## config.mk

```make
export PLATFORM = sky130hd
export DESIGN_NAME = flag_ctrl_flat
export DESIGN_NICKNAME = d
export VERILOG_FILES = /design/src/rtl/flag_ctrl_if.sv /design/src/rtl/flag_ctrl.sv /design/src/flat_wrapper.sv
export SDC_FILE = /design/constraint.sdc
export NUM_CORES = 1
export LEC_CHECK = 0
export BUFFER_PORTS_ARGS = -buffer_cell sky130_fd_sc_hd__buf_2
export CAP_MARGIN = 10
export CORE_ASPECT_RATIO = 0.75
export CORE_MARGIN = 4
export CORE_UTILIZATION = 35
export DETAILED_ROUTE_END_ITERATION = 10
export GPL_ROUTABILITY_DRIVEN = 0
export PLACE_DENSITY_LB_ADDON = 0.25
export SLEW_MARGIN = 20
export SYNTH_ARGS = -nofsm -noshare
export SYNTH_HDL_FRONTEND = slang
export SYNTH_SLANG_ARGS = --single-unit
```

## constraint.sdc

```tcl
create_clock -name clk -period 2.6 [get_ports clk]
set_clock_uncertainty 0.1 [all_clocks]
set_input_delay 0.26 -clock clk [delete_from_list [all_inputs] [get_ports clk]]
set_output_delay 0.26 -clock clk [all_outputs]
set_load 0.005 [all_outputs]
```

## src/rtl/flag_ctrl_if.sv

```systemverilog
// flag_ctrl_if: control-unit/ALU to flag block signal bundle; ERR/ERR_CLR exist only with FLG_ERR_EN.
interface flag_ctrl_if #(parameter int DEPTH = 4);
  localparam int CNT_W = $clog2(DEPTH + 1);
  logic C_IN, Z_IN, C_LD, Z_LD, C_SET, C_CLR, I_SET, I_CLR;
  logic FLG_SAVE, FLG_RESTORE, RESTORE_IE;
  logic C_FLAG, Z_FLAG, I_FLAG, SHAD_FULL, SHAD_EMPTY;
  logic [CNT_W-1:0] SHAD_DEPTH;
`ifdef FLG_ERR_EN
  logic ERR, ERR_CLR;
`endif
  modport master (
    output C_IN, Z_IN, C_LD, Z_LD, C_SET, C_CLR, I_SET, I_CLR, FLG_SAVE, FLG_RESTORE, RESTORE_IE,
`ifdef FLG_ERR_EN
    output ERR_CLR, input ERR,
`endif
    input C_FLAG, Z_FLAG, I_FLAG, SHAD_DEPTH, SHAD_FULL, SHAD_EMPTY
  );
  modport slave (
    input C_IN, Z_IN, C_LD, Z_LD, C_SET, C_CLR, I_SET, I_CLR, FLG_SAVE, FLG_RESTORE, RESTORE_IE,
`ifdef FLG_ERR_EN
    input ERR_CLR, output ERR,
`endif
    output C_FLAG, Z_FLAG, I_FLAG, SHAD_DEPTH, SHAD_FULL, SHAD_EMPTY
  );
endinterface

```

## src/rtl/flag_ctrl.sv

```systemverilog
// flag_ctrl: RAT C/Z/I flags with a LIFO {C,Z} shadow stack for nested interrupts.
// Define FLG_ERR_EN to add the sticky ERR output and its ERR_CLR input.
module flag_ctrl #(parameter int DEPTH = 4) (
  input logic clk,
  input logic RST,
  flag_ctrl_if.slave bus
);
  localparam int CNT_W = $clog2(DEPTH + 1);
  logic c_q, c_d, z_q, z_d, i_q, i_d, push;
  logic empty, full, restore, save;
  logic [CNT_W-1:0] depth_q, depth_d, top;
  // Sized to the full index range so the depth counter indexes it without truncation.
  logic [1:0] stk_q [2**CNT_W];
  assign empty = depth_q == '0;
  assign full = depth_q == CNT_W'(DEPTH);
  assign restore = bus.FLG_RESTORE;
  assign save = bus.FLG_SAVE & ~bus.FLG_RESTORE;
  assign top = depth_q - CNT_W'(1);
  always_comb begin
    c_d = bus.C_SET | (~bus.C_CLR & (bus.C_LD ? bus.C_IN : c_q));
    z_d = bus.Z_LD ? bus.Z_IN : z_q;
    i_d = bus.I_SET | (~bus.I_CLR & i_q);
    depth_d = depth_q;
    push = 1'b0;
    if (restore) begin
      c_d = ~empty & stk_q[top][1];
      z_d = ~empty & stk_q[top][0];
      i_d = bus.RESTORE_IE;
      depth_d = empty ? depth_q : top;
    end else if (save) begin
      c_d = c_q;
      z_d = z_q;
      i_d = 1'b0;
      push = ~full;
      depth_d = full ? depth_q : depth_q + CNT_W'(1);
    end
  end
  always_ff @(posedge clk or posedge RST) begin
    if (RST) begin
      c_q <= 1'b0;
      z_q <= 1'b0;
      i_q <= 1'b0;
      depth_q <= '0;
      for (int k = 0; k < 2**CNT_W; k++) stk_q[k] <= 2'b00;
    end else begin
      c_q <= c_d;
      z_q <= z_d;
      i_q <= i_d;
      depth_q <= depth_d;
      if (push) stk_q[depth_q] <= {c_q, z_q};
    end
  end
  assign bus.C_FLAG = c_q;
  assign bus.Z_FLAG = z_q;
  assign bus.I_FLAG = i_q;
  assign bus.SHAD_DEPTH = depth_q;
  assign bus.SHAD_FULL = full;
  assign bus.SHAD_EMPTY = empty;
`ifdef FLG_ERR_EN
  logic err_q, err_set;
  assign err_set = (restore & (empty | bus.FLG_SAVE)) | (save & full);
  always_ff @(posedge clk or posedge RST) begin
    if (RST) err_q <= 1'b0;
    else err_q <= err_set | (err_q & ~bus.ERR_CLR);
  end
  assign bus.ERR = err_q;
`endif
endmodule

```

## src/flat_wrapper.sv

```systemverilog
// flat-port wrapper written by rule: the top's interface ports become plain ports
module flag_ctrl_flat 
#(parameter int DEPTH = 4)
  (clk, RST, bus_C_IN, bus_Z_IN, bus_C_LD, bus_Z_LD, bus_C_SET, bus_C_CLR, bus_I_SET, bus_I_CLR, bus_FLG_SAVE, bus_FLG_RESTORE, bus_RESTORE_IE, bus_C_FLAG, bus_Z_FLAG, bus_I_FLAG, bus_SHAD_DEPTH, bus_SHAD_FULL, bus_SHAD_EMPTY);
  flag_ctrl_if #(.DEPTH(DEPTH)) bus_i ();
  input logic clk;
  input logic RST;
  input wire logic [$bits(bus_i.C_IN)-1:0] bus_C_IN;
  input wire logic [$bits(bus_i.Z_IN)-1:0] bus_Z_IN;
  input wire logic [$bits(bus_i.C_LD)-1:0] bus_C_LD;
  input wire logic [$bits(bus_i.Z_LD)-1:0] bus_Z_LD;
  input wire logic [$bits(bus_i.C_SET)-1:0] bus_C_SET;
  input wire logic [$bits(bus_i.C_CLR)-1:0] bus_C_CLR;
  input wire logic [$bits(bus_i.I_SET)-1:0] bus_I_SET;
  input wire logic [$bits(bus_i.I_CLR)-1:0] bus_I_CLR;
  input wire logic [$bits(bus_i.FLG_SAVE)-1:0] bus_FLG_SAVE;
  input wire logic [$bits(bus_i.FLG_RESTORE)-1:0] bus_FLG_RESTORE;
  input wire logic [$bits(bus_i.RESTORE_IE)-1:0] bus_RESTORE_IE;
  output wire logic [$bits(bus_i.C_FLAG)-1:0] bus_C_FLAG;
  output wire logic [$bits(bus_i.Z_FLAG)-1:0] bus_Z_FLAG;
  output wire logic [$bits(bus_i.I_FLAG)-1:0] bus_I_FLAG;
  output wire logic [$bits(bus_i.SHAD_DEPTH)-1:0] bus_SHAD_DEPTH;
  output wire logic [$bits(bus_i.SHAD_FULL)-1:0] bus_SHAD_FULL;
  output wire logic [$bits(bus_i.SHAD_EMPTY)-1:0] bus_SHAD_EMPTY;
  assign bus_i.C_IN = bus_C_IN;
  assign bus_i.Z_IN = bus_Z_IN;
  assign bus_i.C_LD = bus_C_LD;
  assign bus_i.Z_LD = bus_Z_LD;
  assign bus_i.C_SET = bus_C_SET;
  assign bus_i.C_CLR = bus_C_CLR;
  assign bus_i.I_SET = bus_I_SET;
  assign bus_i.I_CLR = bus_I_CLR;
  assign bus_i.FLG_SAVE = bus_FLG_SAVE;
  assign bus_i.FLG_RESTORE = bus_FLG_RESTORE;
  assign bus_i.RESTORE_IE = bus_RESTORE_IE;
  assign bus_C_FLAG = bus_i.C_FLAG;
  assign bus_Z_FLAG = bus_i.Z_FLAG;
  assign bus_I_FLAG = bus_i.I_FLAG;
  assign bus_SHAD_DEPTH = bus_i.SHAD_DEPTH;
  assign bus_SHAD_FULL = bus_i.SHAD_FULL;
  assign bus_SHAD_EMPTY = bus_i.SHAD_EMPTY;
  flag_ctrl #(.DEPTH(DEPTH)) u_core (.clk(clk), .RST(RST), .bus(bus_i));
endmodule
```

# Word-level counts from Yosys, hierarchy flattened
# Cells that the tools add are included.
[op_classes]
n_addsub = 2
magnitude_cmp = 3
eq_ne = 4
muxes = 20
bitwise = 14
n_reduce_logical = 6
[op_table]
columns = ["cell", "count"]
rows = [
  ["$bwmux W16", 1],
  ["$mux W3", 4],
  ["$mux W1", 10],
  ["$ge A4 B4 Y1 const B", 2],
  ["$not A3 Y4", 2],
  ["$bmux W2 S3", 1],
  ["$demux W2 S3", 1],
  ["$mux W2", 3],
  ["$ne A2 B2 Y1 const B", 3],
  ["$and A1 B1 Y1", 5],
  ["$not A1 Y1", 5],
  ["$lt A4 B1 Y1 const B", 1],
  ["$reduce_bool A2 Y1", 2],
  ["$add A3 B1 Y3 const B", 1],
  ["$eq A3 B3 Y1 const B", 1],
  ["$logic_not A3 Y1", 1],
  ["$reduce_and A3 Y1", 1],
  ["$sub A3 B1 Y3 const B", 1],
  ["$or A1 B1 Y1", 2],
  ["$reduce_and A2 Y1", 1],
  ["$logic_and A1 B1 Y1", 1],
]
[word_totals]
regBits = 22
inputBits = 13
output_inout_bits = 8
elab_cells = 61

# Logic depth before layout (Yosys ltp)
[logic_depth]
ltp_word = 7
ltp_mapped = 8
depth_no_buf = 6

# Worst setup path before layout
# No wires, ideal clock.
[synth_timing]
kind = "register -> register"
startpoint = "reg u_core.depth_q[0], in the netlist u_core.bus.SHAD_DEPTH[0]"
endpoint = "reg u_core.z_q, in the netlist u_core.bus.Z_FLAG"
setup_ns = 0.135
t_arrival_ns = 1.935
required_ns = 2.365
path_slack_ns = 0.430
path_stages_with_launch = 8
n_path_buf = 1
synth_period_minus_slack_ns = 2.170
cell_sequence = "dfrtp_1 buf_2 inv_2 ha_1 xor2_4 mux4_2 mux2i_1 o22ai_1"
[synth_between]
elab_chain_cells = 7
elab_cells_between_ends = 9
cone_classes = "add/sub (1); mux (4); bitwise (3); reduce/logical (1)"
[synth_rtl]
columns = ["item", "line_no", "text"]
rows = [
  ["start: declaration", "flag_ctrl.sv:11", "logic [CNT_W-1:0] depth_q, depth_d, top;"],
  ["start signal: assignment", "flag_ctrl.sv:49", "depth_q <= depth_d;"],
  ["$sub A3 B1 Y3", "flag_ctrl.sv:18", "assign top = depth_q - CNT_W'(1);"],
  ["$not A3 Y4 (implied by the code)", "flag_ctrl.sv:27", "z_d = ~empty & stk_q[top][0];"],
  ["$bmux W2 S3", "flag_ctrl.sv:27", ""],
  ["$mux W2 (2 in a row)", "--", ""],
  ["$and A1 B1 Y1 (*)", "flag_ctrl.sv:27", ""],
  ["$mux W1 (*)", "flag_ctrl.sv:25", "if (restore) begin"],
  ["end signal: assignment", "flag_ctrl.sv:47", "z_q <= z_d;"],
  ["end: declaration", "flag_ctrl.sv:9", "logic c_q, c_d, z_q, z_d, i_q, i_d, push;"],
]
# Mark *: on every way between the ends. The rest lies on a longest branch, timed or not. The select of a mux whose other input is x is not followed.
# A chain may end at the register's enable or synchronous reset.

# Worst setup path after layout
# Same ends and word-level chain as after synthesis.

==> impl_metrics.toml <==
[critical_path]
start_kind = "register"
r2r_start = "u_core.bus.SHAD_DEPTH[0]"
rrSetupSlack_ps = 350
cp.arrival_ps = 2280
cp.required_ps = 2630
reg2reg_depth = 6
worst-path-max-fanout = 10
r2r_end = "u_core.bus.Z_FLAG"
criticalPathCategory = "register to register"
endpoint_kind = "register"

[global_route]
grt_max_degree = 23
grt_pass1_vias = 940
antenna_found_initial = 0
grt_overflow = 0
grt.total_usage_pct = 13.1
grt_pass1_wl_mm = 4.70

[pwr]
power_mw = 1.71
p_clk_share_pct = 18.4
power.internal_mw = 1.06
cellPowerDensity_nw_per_um2 = 1190
p_comb_share_pct = 44.5
pwr-share-seq_pct = 37.1
p_leak_nw = 0.679
ir_drop_v = 0.000472
p_sw_mw = 0.654
sw_frac_of_total_pct = 38.2

[placement]
dp_slack_ps = 396
dp.final_hpwl_mm = 2.08
io_buffers = 20
placed_cells = 167

[timing]
setup_viol = 0
period_needed_ps = 2250
final.setup.worst_slack_ps = 351
worst_pin_slew_ps = 821
period_share_pct = 86.5
slew_violations = 0
hold_viol = 0
slew-limit-headroom_pct = 45.2
fmax_mhz = 445
fin_tns_setup_ps = 0
rsz0062_at_grt = "false"

[clock_network]
ctsHtreeMaxLevel = 1
cts.sinks = 22
holdBufCountCts = 0
tritoncts = "built"
cts_setup_buffers = 0
clk_latency_ps = 260
cts_resized = 0
ctsLongestPathBuffers = 2
clk_pin_slew_ps = 80
cts_buffers = 3
root_buffer = "clkbuf_8"

[drt]
drt_pass1_iterations = 4
vias_per_cell = 5.44
detail-route-antenna-nets = 0
wl_per_cell_um = 16.1
drt_iter0_markers = 74
vias = 930
wl_mm = 2.75
drc = 0

[yosys]
ys_warn_count = 0
synthFlopType = "dfrtp_1"
yosysUniqueCellTypes = 34
async_flop_share_pct = 100
synth-edff-count = 0
synth_nets = 128
avgSynthCellArea_um2 = 11.0
ys_ff_latch = 22
seq_area_frac_synth_pct = 44.7
syn_area_um2 = 1230
synth_cells = 112

[layout]
synthToLayoutAreaGrowth_pct = 16.6
antenna_cells = 0
nets = 148
drive_gt1_share_pct = 34.4
regArea_um2 = 551
n_fill_cell = 340
multiInputGateArea_um2 = 636
final_common_cell = "dfrtp_1"
fin_cells = 171
mostFrequentLayoutCells = "22 x dfrtp_1, 20 x buf_2, 16 x mux2_2"

[die]
core_region_area_um2 = 3330
rows = 18
die_y_um = 59.4
fp.dieArea_um2 = 4540
die_w_um = 76.5
start_util_pct = 37.0
boundaryPins = 21

[min_path]
worstHoldPathType = "input pin to async pin"

[outcome]
status = "finished, final reports clean"

[job]
max-cap-violations = 0
worst max-delay path, stage by stage, from the launching register on:
cell and delay, ps:
dfrtp_1 540, inv_2 150, ha_1 430, inv_1 150, mux4_2 500, mux2i_1 140
o22ai_1 100
how the worst max path moves through the flow:
stage                     slack [ps]                end  cells past startpoint                     start
final                            350  u_core.bus.Z_FLAG                      6  u_core.bus.SHAD_DEPTH[0]
after global placement           430  u_core.bus.Z_FLAG                      6  u_core.bus.SHAD_DEPTH[0]
after detailed placement         400  u_core.bus.Z_FLAG                      6  u_core.bus.SHAD_DEPTH[0]
after floorplan                  430  u_core.bus.Z_FLAG                      7  u_core.bus.SHAD_DEPTH[0]
after CTS                        350  u_core.bus.Z_FLAG                      6  u_core.bus.SHAD_DEPTH[0]
after global routing             150  u_core.bus.Z_FLAG                      6  u_core.bus.SHAD_DEPTH[0]
per-stage QoR:
| step | utilization [%] | instance area, µm² | hold WS, ps |
|---|---|---|---|
| global route | 43.1 | 1440 | 130 |
| finish | 43.1 | 1440 | 52.5 |
| detailed placement | 41.0 | 1370 | 382 |
| CTS | 43.1 | 1440 | 91.0 |
| global placement | 41.0 | 1370 | 364 |
| floorplan | - | 1230 | 149 |
registers in the layout, indices dropped and copies added (netlist names):
register and count:
u_core.bus.Z_FLAG 1, u_core.bus.I_FLAG 1, u_core.bus.C_FLAG 1, u_core.bus.SHAD_DEPTH 3, u_core.stk_q 16
routing by layer:
layer | track usage (%) | vias to the layer above | share of wire (%)
li1 | - | 443 | -
met2 | 19.8 | 34 | 42
met5 | 0 | - | 0
met1 | 19.0 | 451 | 50
met4 | 1.81 | 0 | 0.25
met3 | 3.80 | 2 | 7.1
synthesized netlist by cell type, drive strengths merged, types with 2 or more instances:
cell / n / area share (%)
nand3: 3 / 1.2
nand4: 2 / 1.0
mux2i: 6 / 4.9
nand2: 6 / 1.8
mux2: 16 / 15
nor3: 3 / 1.2
a21oi: 3 / 1.2
o21ai: 5 / 2.0
nor2b: 2 / 1.0
clkbuf: 4 / 1.2
dfrtp: 22 / 45
ha: 3 / 3.0
inv: 6 / 1.8
buf: 2 / 0.71
nor2: 9 / 2.7
a311oi: 3 / 2.1
mux4: 2 / 3.7
final cells by class:
| cell class | count | share of cell area [%] |
|---|---|---|
| multi-input cells | 78 | 44.2 |
| flip-flops and latches | 22 | 38.3 |
| repair buffers | 21 | 7.48 |
| well taps | 40 | 3.48 |
| clock buffers | 3 | 2.87 |
| clock inverters | 1 | 2.09 |
| inverters | 6 | 1.57 |
power by group through the flow:
| stage | clock network, mW | logic, mW | registers, mW |
|---|---|---|---|
| 3_3_place_gp | 0 | 0.748 | 0.637 |
| 2_1_floorplan | 0 | 0.599 | 0.566 |
| 6_report | 0.315 | 0.763 | 0.636 |
| 5_1_grt | 0.337 | 0.843 | 0.663 |
| 4_1_cts | 0.326 | 0.766 | 0.634 |
| 3_5_place_dp | 0 | 0.763 | 0.639 |
kinds of logic after synthesis:
kind of cell	Yosys count	synth area share (%)
muxes	24	23.1
buffers and inverters	12	3.76
AOI/OAI and AO/OA	19	10.6
adders and majority gates	3	3.05
and+or+nand+nor	30	11.9
xor gates and xnor gates	2	2.94
DFF	22	44.7
No activity file was read; power rests on OpenSTA's default activity.
